`config.mk`:
```
export PLATFORM = sky130hd
export DESIGN_NAME = aos_softreg_router_n
export DESIGN_NICKNAME = d
export VERILOG_FILES = /design/src/rtl/aos_softreg_router_n.sv
export SDC_FILE = /design/constraint.sdc
export NUM_CORES = 1
export LEC_CHECK = 0
export ABC_CLOCK_PERIOD_IN_PS = 4690
export BUFFER_PORTS_ARGS = -buffer_cell sky130_fd_sc_hd__buf_2
export CAP_MARGIN = 15
export CORE_AREA = 2 2 331 333
export CTS_CLUSTER_DIAMETER = 40
export CTS_CLUSTER_SIZE = 16
export DETAILED_ROUTE_END_ITERATION = 16
export DIE_AREA = 0 0 333 335
export GPL_ROUTABILITY_DRIVEN = 0
export PLACE_DENSITY = 0.57
export SYNTH_ARGS = -nofsm -noshare
export SYNTH_HDL_FRONTEND = slang
export SYNTH_SLANG_ARGS = --single-unit
export TNS_END_PERCENT = 100
```
`constraint.sdc`:
```
create_clock -name i_clk -period 4.69 [get_ports i_clk]
set_input_delay 0.469 -clock i_clk [delete_from_list [all_inputs] [get_ports i_clk]]
set_output_delay 0.469 -clock i_clk [all_outputs]
set_load 0.005 [all_outputs]
```
`src/rtl/aos_softreg_router_n.sv`:
```
// rtl/aos_softreg_router_n.sv - flat N-way SoftReg router with in-order read tracking
//
// Routes host SoftReg requests to NUM_APPS apps selected by an address field,
// tracks outstanding reads in issue order, times out silent apps and
// quarantines them, and returns ERR_DATA for reads that cannot be serviced.
//
// Ports:
//   i_clk               user clock
//   i_rst_n             asynchronous active-low reset
//   i_softreg_req       host request  {valid, is_write, addr[31:0], data[63:0]}
//   o_softreg_resp      host response {valid, data[63:0]}
//   o_app_softreg_req   per-app requests, host request layout, all-zero when idle
//   i_app_softreg_resp  per-app responses, host response layout
//   i_app_enable        software enable mask
//   o_quarantine        apps that timed out; treated as disabled until cleared
//   i_quarantine_clr    pulse clears matching quarantine bits
//   o_drop_cnt          saturating count of host requests lost to a full request FIFO
//   o_spurious_cnt      saturating count of app responses matching no outstanding read
module aos_softreg_router_n #(
    parameter int unsigned NUM_APPS      = 4,
    parameter int unsigned SEL_LSB       = 3,
    parameter int unsigned REQ_LOG_DEPTH = 2,
    parameter int unsigned TAG_LOG_DEPTH = 2,
    parameter int unsigned TIMEOUT       = 1024,
    parameter logic [63:0] ERR_DATA      = 64'hDEAD_BEEF_DEAD_BEEF
) (
    input  logic                       i_clk,
    input  logic                       i_rst_n,
    input  logic [97:0]                i_softreg_req,
    output logic [64:0]                o_softreg_resp,
    output logic [NUM_APPS-1:0][97:0]  o_app_softreg_req,
    input  logic [NUM_APPS-1:0][64:0]  i_app_softreg_resp,
    input  logic [NUM_APPS-1:0]        i_app_enable,
    output logic [NUM_APPS-1:0]        o_quarantine,
    input  logic [NUM_APPS-1:0]        i_quarantine_clr,
    output logic [15:0]                o_drop_cnt,
    output logic [15:0]                o_spurious_cnt
);
    localparam int unsigned SEL_BITS  = (NUM_APPS > 1) ? $clog2(NUM_APPS) : 1;
    // Every select value gets a slot; slots at or above NUM_APPS stay 0 so they are never live.
    localparam int unsigned NPAD      = 1 << SEL_BITS;
    localparam int unsigned REQ_DEPTH = 1 << REQ_LOG_DEPTH;
    localparam int unsigned TAG_DEPTH = 1 << TAG_LOG_DEPTH;
    localparam int unsigned TMR_BITS  = $clog2(TIMEOUT);
    localparam logic [TMR_BITS-1:0] TMR_LAST = TMR_BITS'(TIMEOUT - 1);
    localparam logic [31:0] LOW_MASK  = (32'd1 << SEL_LSB) - 32'd1;

    // Request FIFO holds {is_write, addr, data}; pointers carry one wrap bit.
    logic [96:0]                r_req_mem [REQ_DEPTH];
    logic [REQ_LOG_DEPTH:0]     r_req_wp;
    logic [REQ_LOG_DEPTH:0]     r_req_rp;
    // Tag FIFO holds {idx, err} for every read popped from the request FIFO.
    logic [SEL_BITS:0]          r_tag_mem [TAG_DEPTH];
    logic [TAG_LOG_DEPTH:0]     r_tag_wp;
    logic [TAG_LOG_DEPTH:0]     r_tag_rp;
    logic [TMR_BITS-1:0]        r_timer;
    logic                       r_resp_vld;
    logic [63:0]                r_resp_data;
    logic [NUM_APPS-1:0][97:0]  r_app_req;
    logic [NUM_APPS-1:0]        r_quarantine;
    logic [15:0]                r_drop_cnt;
    logic [15:0]                r_spur_cnt;

    logic                       w_req_in;
    logic                       w_req_empty;
    logic                       w_req_full;
    logic [96:0]                w_head;
    logic                       w_head_wr;
    logic [31:0]                w_head_addr;
    logic [63:0]                w_head_data;
    logic [SEL_BITS-1:0]        w_idx;
    logic [NPAD-1:0]            w_live_vec;
    logic                       w_live;
    logic [31:0]                w_fwd_addr;
    logic                       w_disp;
    logic                       w_tag_push;
    logic                       w_fwd;
    logic                       w_tag_empty;
    logic                       w_tag_full;
    logic [SEL_BITS:0]          w_tag_head;
    logic [SEL_BITS-1:0]        w_th_idx;
    logic                       w_th_err;
    logic [NPAD-1:0]            w_app_vld;
    logic [63:0]                w_hit_data;
    logic                       w_hit;
    logic                       w_tmo;
    logic                       w_tag_pop;
    logic [NPAD-1:0]            w_spur_vec;
    logic [NUM_APPS-1:0]        w_q_set;

    assign w_req_in    = i_softreg_req[97];
    assign w_req_empty = (r_req_wp == r_req_rp);
    assign w_req_full  = ((r_req_wp - r_req_rp) == (REQ_LOG_DEPTH + 1)'(REQ_DEPTH));

    assign w_head      = r_req_mem[r_req_rp[REQ_LOG_DEPTH-1:0]];
    assign w_head_wr   = w_head[96];
    assign w_head_addr = w_head[95:64];
    assign w_head_data = w_head[63:0];
    assign w_idx       = w_head_addr[SEL_LSB +: SEL_BITS];
    assign w_live_vec  = NPAD'(i_app_enable & ~r_quarantine);
    assign w_live      = w_live_vec[w_idx];
    // Select field removed and the upper address bits closed up; top SEL_BITS become 0.
    assign w_fwd_addr  = ((w_head_addr >> (SEL_LSB + SEL_BITS)) << SEL_LSB) | (w_head_addr & LOW_MASK);

    assign w_tag_empty = (r_tag_wp == r_tag_rp);
    assign w_tag_full  = ((r_tag_wp - r_tag_rp) == (TAG_LOG_DEPTH + 1)'(TAG_DEPTH));

    // Writes never need a tag; reads stall at the head until the tag FIFO has room.
    assign w_disp      = !w_req_empty && (w_head_wr || !w_tag_full);
    assign w_tag_push  = w_disp && !w_head_wr;
    assign w_fwd       = w_disp && w_live;

    assign w_tag_head  = r_tag_mem[r_tag_rp[TAG_LOG_DEPTH-1:0]];
    assign w_th_idx    = w_tag_head[SEL_BITS:1];
    assign w_th_err    = w_tag_head[0];

    always_comb begin
        w_app_vld  = '0;
        w_hit_data = '0;
        w_q_set    = '0;
        for (int i = 0; i < NUM_APPS; i++) begin
            w_app_vld[i] = i_app_softreg_resp[i][64];
            if (w_th_idx == SEL_BITS'(i)) begin
                w_hit_data = i_app_softreg_resp[i][63:0];
                w_q_set[i] = w_tmo;
            end
        end
    end

    assign w_hit      = !w_tag_empty && !w_th_err && w_app_vld[w_th_idx];
    // A response arriving on the timeout cycle still wins over the timeout.
    assign w_tmo      = !w_tag_empty && !w_th_err && !w_hit && (r_timer == TMR_LAST);
    assign w_tag_pop  = (!w_tag_empty && w_th_err) || w_hit || w_tmo;
    assign w_spur_vec = w_app_vld & ~(w_hit ? (NPAD'(1) << w_th_idx) : NPAD'(0));

    // FIFO storage carries no reset; occupancy is defined purely by the pointers.
    always_ff @(posedge i_clk) begin
        if (w_req_in && !w_req_full) begin
            r_req_mem[r_req_wp[REQ_LOG_DEPTH-1:0]] <= i_softreg_req[96:0];
        end
        if (w_tag_push) begin
            r_tag_mem[r_tag_wp[TAG_LOG_DEPTH-1:0]] <= {w_idx, !w_live};
        end
    end

    always_ff @(posedge i_clk or negedge i_rst_n) begin
        if (!i_rst_n) begin
            r_req_wp     <= '0;
            r_req_rp     <= '0;
            r_tag_wp     <= '0;
            r_tag_rp     <= '0;
            r_timer      <= '0;
            r_resp_vld   <= 1'b0;
            r_resp_data  <= '0;
            r_app_req    <= '0;
            r_quarantine <= '0;
            r_drop_cnt   <= '0;
            r_spur_cnt   <= '0;
        end else begin
            if (w_req_in && !w_req_full) begin
                r_req_wp <= r_req_wp + (REQ_LOG_DEPTH + 1)'(1);
            end
            if (w_req_in && w_req_full && (r_drop_cnt != 16'hFFFF)) begin
                r_drop_cnt <= r_drop_cnt + 16'd1;
            end
            if (w_disp) begin
                r_req_rp <= r_req_rp + (REQ_LOG_DEPTH + 1)'(1);
            end
            if (w_tag_push) begin
                r_tag_wp <= r_tag_wp + (TAG_LOG_DEPTH + 1)'(1);
            end
            if (w_tag_pop) begin
                r_tag_rp <= r_tag_rp + (TAG_LOG_DEPTH + 1)'(1);
            end
            // Timer measures how long the current err=0 head has been waiting.
            if (w_tag_pop || w_tag_empty || w_th_err) begin
                r_timer <= '0;
            end else begin
                r_timer <= r_timer + TMR_BITS'(1);
            end
            r_resp_vld  <= w_tag_pop;
            r_resp_data <= w_hit ? w_hit_data : (w_tag_pop ? ERR_DATA : 64'd0);
            if ((|w_spur_vec) && (r_spur_cnt != 16'hFFFF)) begin
                r_spur_cnt <= r_spur_cnt + 16'd1;
            end
            // Set from a timeout wins over a same-cycle clear.
            r_quarantine <= (r_quarantine & ~i_quarantine_clr) | w_q_set;
            for (int i = 0; i < NUM_APPS; i++) begin
                if (w_fwd && (w_idx == SEL_BITS'(i))) begin
                    r_app_req[i] <= {1'b1, w_head_wr, w_fwd_addr, w_head_data};
                end else begin
                    r_app_req[i] <= '0;
                end
            end
        end
    end

    assign o_softreg_resp    = {r_resp_vld, r_resp_data};
    assign o_app_softreg_req = r_app_req;
    assign o_quarantine      = r_quarantine;
    assign o_drop_cnt        = r_drop_cnt;
    assign o_spurious_cnt    = r_spur_cnt;
endmodule

```
==> Word-level counts from Yosys, hierarchy flattened <==
Memories as Yosys holds them, arrays and structs flattened.
Index checks and enable logic that the tools add are counted.
{ "word_totals": {"register_bits": 515, "ramBits": 400, "memories": 2, "latchBits": 0, "mem_bits_ro": 0, "wordCells": 105, "inputBits": 368} }
{ "mem_list": {"columns": ["name", "words", "width", "rd", "rd_ports_with_merged_regs", "write_ports", "line_no", "rtl"], "rows": [
  ["r_req_mem", 4, 97, 1, 0, 1, "49", "logic [96:0] r_req_mem [REQ_DEPTH];"],
  ["r_tag_mem", 4, 3, 1, 0, 1, "53", "logic [SEL_BITS:0] r_tag_mem [TAG_DEPTH];"]
]} }
{ "classes": {"div": 0, "n_eq_ne": 13, "shift": 1, "order_cmp": 2, "bitwise_logic": 8, "n_reduce_logical": 32, "mux": 24, "addsub": 9, "multipliers": 0} }
{ "ops": {"columns": ["operator", "count"], "rows": [
  ["$mux 98", 4],
  ["$mux 64", 6],
  ["$add 16x1->16 const B", 2],
  ["$ne 16x16->1 const B", 2],
  ["$or 30x3->30", 1],
  ["$logic_and 1x1->1", 16],
  ["$add 3x1->3 const B", 4],
  ["$and 4x4->4", 3],
  ["$not 4->4", 3],
  ["$add 10x1->10 const B", 1],
  ["$eq 10x10->1 const B", 1],
  ["$mux 1", 10],
  ["$mux 10", 1],
  ["$eq 2x2->1 const B", 4],
  ["$logic_not 1->1", 8],
  ["$eq 3x3->1", 2],
  ["$eq 3x3->1 const B", 2],
  ["$lt 2x3->1 const B", 2],
  ["$sub 3x3->3", 2],
  ["$logic_or 1x1->1", 5],
  ["$bmux 1 s2", 2],
  ["$eq 2x1->1 const B", 2],
  ["$logic_not 2->1", 2],
  ["$mux 4", 1],
  ["other kinds (3)", 3]
]} }

==> Logic depth before layout (Yosys ltp) <==
{ "logic_depth": {"depth_word": 11, "depth_mapped": 10, "depth_no_buf": 8} }

==> Worst setup path after synthesis <==
Ideal clock, no wire load.
{ "synth_path": {"path_type": "reg-to-reg", "from": "register r_req_rp[1]", "to": "memory r_req_mem[3][0] (enable)", "slack_ps": 551, "path_stages_with_launch": 8, "period_less_slack_ps": 4139, "arrival_ps": 3671, "t_required_ps": 4222, "cell_sequence": "dfrtp_1 buf_2 inv_1 ha_1 nor2b_1 xnor2_1 a31oi_1 and2_1"} }
{ "synth_between": {"elab_chain_len": 6} }
{ "synth_lines": {"columns": ["element", "line_no", "rtl"], "rows": [
  ["start, declared", "51", "logic [REQ_LOG_DEPTH:0] r_req_rp;"],
  ["start signal, assigned", "167", "r_req_rp <= r_req_rp + (REQ_LOG_DEPTH + 1)'(1);"],
  ["$sub 3x3->3", "93", "assign w_req_full = ((r_req_wp - r_req_rp) == (REQ_LOG_DEPTH + 1)'(REQ_DEPTH));"],
  ["$eq 3x3->1", "93", null],
  ["$logic_not 1->1", "138", "if (w_req_in && !w_req_full) begin"],
  ["$logic_and 1x1->1", "138", null],
  ["$mux 1", "138", null],
  ["$mux 1 (implied by the code)", "139", "r_req_mem[r_req_wp[REQ_LOG_DEPTH-1:0]] <= i_softreg_req[96:0];"],
  ["end, declared", "49", null]
]} }
Every way passes these cells.

==> Worst setup path after layout <==
{ "layout_path": {"from": "register r_tag_rp[0]", "to": "register r_spur_cnt[13], in the netlist o_spurious_cnt[13]"} }
{ "layout_between": {"elab_chain_len": 9, "word_cells_on_any_way": 14, "cone_classes": "eq/ne: 1; shift: 1; mux: 3; bitwise: 2; reduce/logical: 6; memory: 1"} }
{ "layout_lines": {"columns": ["element", "line_no", "rtl"], "rows": [
  ["start, declared", "55", "logic [TAG_LOG_DEPTH:0] r_tag_rp;"],
  ["start signal, assigned", "173", "r_tag_rp <= r_tag_rp + (TAG_LOG_DEPTH + 1)'(1);"],
  ["$mem_v2 4x3 / $eq 3x3->1 (equally long branches)", null, null],
  ["$bmux 1 s2 / $logic_not 1->1 (equally long branches)", "130", "assign w_hit = !w_tag_empty && !w_th_err && w_app_vld[w_th_idx];"],
  ["$mux 1 (implied by the code) / $logic_and 1x1->1 (equally long branches)", "130", null],
  ["$logic_and 1x1->1", "130", null],
  ["$mux 4 *", "134", "assign w_spur_vec = w_app_vld & ~(w_hit ? (NPAD'(1) << w_th_idx) : NPAD'(0));"],
  ["$not 4->4 *", "134", null],
  ["$and 4x4->4 *", "134", null],
  ["$reduce_or 4->1 *", "183", "if ((|w_spur_vec) && (r_spur_cnt != 16'hFFFF)) begin"],
  ["$logic_and 1x1->1 *", "183", null],
  ["end signal, assigned", "184", "r_spur_cnt <= r_spur_cnt + 16'd1;"],
  ["end, declared", "62", "logic [15:0] r_spur_cnt;"]
]} }
Every way passes the cells marked *; elsewhere a longest branch is shown, timed or not. The select of a mux whose other input is x is not followed.
A chain may end at the register's enable or synchronous reset.

==> implementation parameters <==
Parameter                              Value

Floorplanning
  Row count    roughly 120
  Count of boundary I/O pins    approximately 860
  Die height    between 300 and 400 um
  DIE AREA    around 110000 um^2
  Core footprint    around 110000 um^2
  Die extent in x    roughly 330 um
  Initial core utilization    between 30% and 40%

Critical path
  Reg2Reg Launch Point    r_tag_rp[0]
  Worst path cell trace    mux4_4, inv_1, nor4_1, o32ai_2, buf_4, nand4_1, xnor2_1
  CP endpoint kind    register
  Crit Path Max Fanout    30
  WP data arrival    between 3000 and 4000 ps
  Data required, critical path    roughly 5300 ps
  Critical path startpoint category    register
  Crit Path Category    reg2reg
  Worst-case reg-to-reg path depth    7
  Max stage delay cell, worst path    sky130_fd_sc_hd__mux4_4
  Worst reg-to-reg setup slack    between 1000 and 1500 ps
  Worst flop-to-flop path endpoint    o_spurious_cnt[13]
  CP peak stage delay    1000 ps

Clock tree
  Later-pin clock latency in the skew report    roughly 700 ps
  Maximum count of clock buffers along a single path    3
  Post-CTS Setup Bufs    0
  Number of resized instances in the post-cts repair step    0
  H-Tree Level Count    3
  Number of buffers created by CTS    roughly 120
  Hold buffers post-CTS    102
  CTS tree    yes
  Clock-pin slew reported for the worst setup and hold paths after clock tree synthesis    approximately 60 ps
  Clk sinks    roughly 900
  Root buffer cell    sky130_fd_sc_hd__clkbuf_16

Drt
  DRT met1 WL    35.0 mm
  Met3 layer wire length in the routed design    ~5.7 mm
  Routed length per instance    around 22 um
  Wire length after detailed routing    between 90 and 100 mm
  Via Count    about 20000
  Final antenna-violating net count    0
  Met2 Routed Length    slightly above 50 mm
  Via density per instance    4.50
  Initial DRT Pass Iterations    5
  Max Used Layer    met5
  Number of design-rule violations left by the first detailed-router iteration    roughly 1100
  Post-route DRC    0

Power
  Cell-internal power    ~0.020 W
  Power density over cell area    around 680 nW/um^2
  Comb pwr share    a little under a third
  Switch share    32.2%
  Maximum ir drop on the vdd rail    around 0.38 mV
  Sw Pwr    0.00972 W
  Relative contribution of the clock network to total power    between 30% and 40%
  Leakage power figure    around 20 nW
  Power consumption    0.0301 W
  Part of the total power dissipated in sequential elements    a little under two fifths

Global routing
  GRT Resource Usage Total    ~17%
  Number of global-route vias before repair    roughly 21000
  First-pass GRT wire length    140 mm
  Largest net degree at the start of global routing    ~100
  Initial antenna violation count    16
  Leftover overflow at the end of global routing    0

STA
  RSZ-0062 raised after global routing    false
  Final hold vios    0
  Setup TNS Final    0 ps
  Slew @ Worst Pin    a little under 1000 ps
  Remaining max-slew budget at the tightest pin    between 30% and 40%
  Shortest clock period the worst path allows after layout    ~3200 ps
  Post-route clock period utilization    68.9%
  Max Clock Skew    approximately 33 ps
  Number of slew-limit violations in the final report    0
  FMAX    309 MHz
  Final setup violation count    0

Yosys
  Register area share after synthesis    74.0%
  Synth Area per Inst    17.4 um^2
  Share of the synthesized area in the top cell type    between 30% and 40%
  Number of flops mapped to enable cells by yosys    400
  Cell type contributing the most total cell area after synthesis    sky130_fd_sc_hd__dfrtp_1
  Synth Instances    ~1900
  Commonest cells post-synth    sky130_fd_sc_hd__dfrtp_1 (507), sky130_fd_sc_hd__edfxtp_1 (400), sky130_fd_sc_hd__and2_1 (287), sky130_fd_sc_hd__mux4_2 (164), sky130_fd_sc_hd__nor2b_1 (114)
  Post-synthesis instance area    33400 um^2
  Flip-flop and latch count after synthesis    about 910
  Yosys cell types    between 40 and 50
  Biggest area contributors in the synthesized netlist    sky130_fd_sc_hd__dfrtp_1 (38%), sky130_fd_sc_hd__edfxtp_1 (36%), sky130_fd_sc_hd__mux4_2 (11%)
  Commonest register cell after synthesis    sky130_fd_sc_hd__dfrtp_1
  Post-synth ARST share    55.9%
  Count of synthesis-stage warnings from yosys    0
  Most frequently used cell type in the post-synthesis netlist    sky130_fd_sc_hd__dfrtp_1

Hold path
  Hold path endpoint    r_resp_data[24]
  Depth of the worst hold-timing path    3
  Startpoint of the worst hold path    i_app_softreg_resp[154]
  Type of the worst min-delay path    in2reg

Placement
  Number of buffers added on ports    about 850
  Placed wire-length estimate    between 60 and 70 mm

Final layout
  # nets final    approximately 3300
  Share of final-layout standard cells stronger than drive strength 1    between 40% and 50%
  Area growth from synthesis to layout    33.5%

Status
  Status    finished clean

Flow run
  Maximum capacitance violations    0
==> power groups by stage <==
stage	clock, W	combinational, W	sequential [W]
after floorplan	0	0.00554	0.0115
after global placement	0	0.00960	0.0115
after detailed placement	0	0.00965	0.0115
after CTS	0.00947	0.00976	0.0114
after global routing	0.00982	0.0104	0.0115
final	0.00929	0.00949	0.0114
==> worst max-delay path by stage <==
stage | from | slack (ps) | cells after the start | end
floorplan | r_req_rp[1] | 550 | 7 | r_req_mem[3][0]
global placement | r_tag_rp[0] | 1210 | 7 | o_spurious_cnt[13]
global route | r_tag_rp[0] | 1120 | 7 | o_spurious_cnt[14]
CTS | r_tag_rp[0] | 1220 | 7 | o_spurious_cnt[13]
finish | r_tag_rp[0] | 1460 | 7 | o_spurious_cnt[13]
detailed placement | r_tag_rp[0] | 1240 | 7 | o_spurious_cnt[4]
==> through the flow <==
| step | util, % | std cells | setup slack (ps) | area [um^2] | hold slack (ps) |
|---|---|---|---|---|---|
| 2_1_floorplan | - | 1921 | 551 | 33400 | 173 |
| 3_3_place_gp | 36.5 | 4113 | 1210 | 39400 | 475 |
| 3_5_place_dp | 36.5 | 4113 | 1240 | 39400 | 479 |
| 4_1_cts | 41.2 | 4434 | 1220 | 44600 | 149 |
| 5_1_grt | 41.3 | 4442 | 1120 | 44600 | 193 |
| 6_report | 41.3 | 4444 | 1460 | 44600 | 212 |
==> logic make-up after synthesis <==
kind of cell	share of synthesized area, %
adder cells (fa/ha/maj)	0.637
AND/OR/NAND/NOR	9.97
XOR/XNOR	1.31
other	0.0112
buffers and inverters	1.69
AO/OA/AOI/OAI	1.23
flip-flops	74.0
multiplexers	11.2
==> critical path, delay by kind of cell (launching register included) <==
kind            cells  cell delay, ps
flops               1             510
simple gates        2             190
compound gates      1             730
mux                 1            1000
buf+inv             2             530
xor+xnor            1             150
==> per-layer routing <==
layer,GRT usage (%),up-vias
li1,-,8886
met1,18.6,10200
met2,30.4,671
met3,4.12,192
met4,8.17,4
met5,0,-
==> state kept, by name, indices dropped and copies added (netlist names) <==
register,cells
r_tag_mem,12
r_tag_wp,3
o_app_softreg_req,384
o_spurious_cnt,16
r_req_rp,3
r_resp_data,64
o_quarantine,4
r_tag_rp,3
r_req_wp,3
o_drop_cnt,16
r_req_mem,388
r_resp_vld,1
r_timer,10
==> cell usage in the layout (no fill, tap or decap), types with 6 or more instances in the layout <==
cell / netlist / layout
sky130_fd_sc_hd__edfxtp_1: 400 / 400
sky130_fd_sc_hd__clkinvlp_4: 0 / 7
sky130_fd_sc_hd__nor3_1: 6 / 6
sky130_fd_sc_hd__clkbuf_8: 0 / 9
sky130_fd_sc_hd__nor2b_1: 114 / 114
sky130_fd_sc_hd__buf_4: 12 / 23
sky130_fd_sc_hd__buf_12: 0 / 12
sky130_fd_sc_hd__clkbuf_16: 0 / 120
sky130_fd_sc_hd__bufinv_16: 0 / 15
sky130_fd_sc_hd__ha_1: 17 / 17
sky130_fd_sc_hd__inv_1: 17 / 17
sky130_fd_sc_hd__clkinv_2: 0 / 19
sky130_fd_sc_hd__inv_6: 0 / 14
sky130_fd_sc_hd__a21oi_1: 50 / 49
sky130_fd_sc_hd__dfrtp_1: 507 / 505
sky130_fd_sc_hd__clkbuf_1: 73 / 9
sky130_fd_sc_hd__nor2_1: 25 / 25
sky130_fd_sc_hd__conb_1: 1 / 8
sky130_fd_sc_hd__and2_1: 287 / 283
sky130_fd_sc_hd__mux4_2: 164 / 162
sky130_fd_sc_hd__and3_1: 19 / 16
sky130_fd_sc_hd__diode_2: 0 / 10
sky130_fd_sc_hd__clkinv_4: 0 / 10
sky130_fd_sc_hd__nand3_1: 23 / 23
sky130_fd_sc_hd__nand2_1: 74 / 74
sky130_fd_sc_hd__xor2_1: 16 / 16
sky130_fd_sc_hd__dlygate4sd3_1: 0 / 102
sky130_fd_sc_hd__xnor2_1: 34 / 34
sky130_fd_sc_hd__clkinv_1: 0 / 6
sky130_fd_sc_hd__nand4_1: 11 / 11
sky130_fd_sc_hd__buf_2: 15 / 851
==> final cells by class <==
type / instances / area, um^2
fillers: 9939 / 63500
flip-flops and latches: 907 / 24700
inverters: 18 / 67.6
multi-input cells: 887 / 8190
well taps: 1414 / 1770
repair buffers: 989 / 5710
diodes: 10 / 25.0
clock inverters: 81 / 966
clock buffers: 138 / 3160
Power figures use the tool's default switching activity.
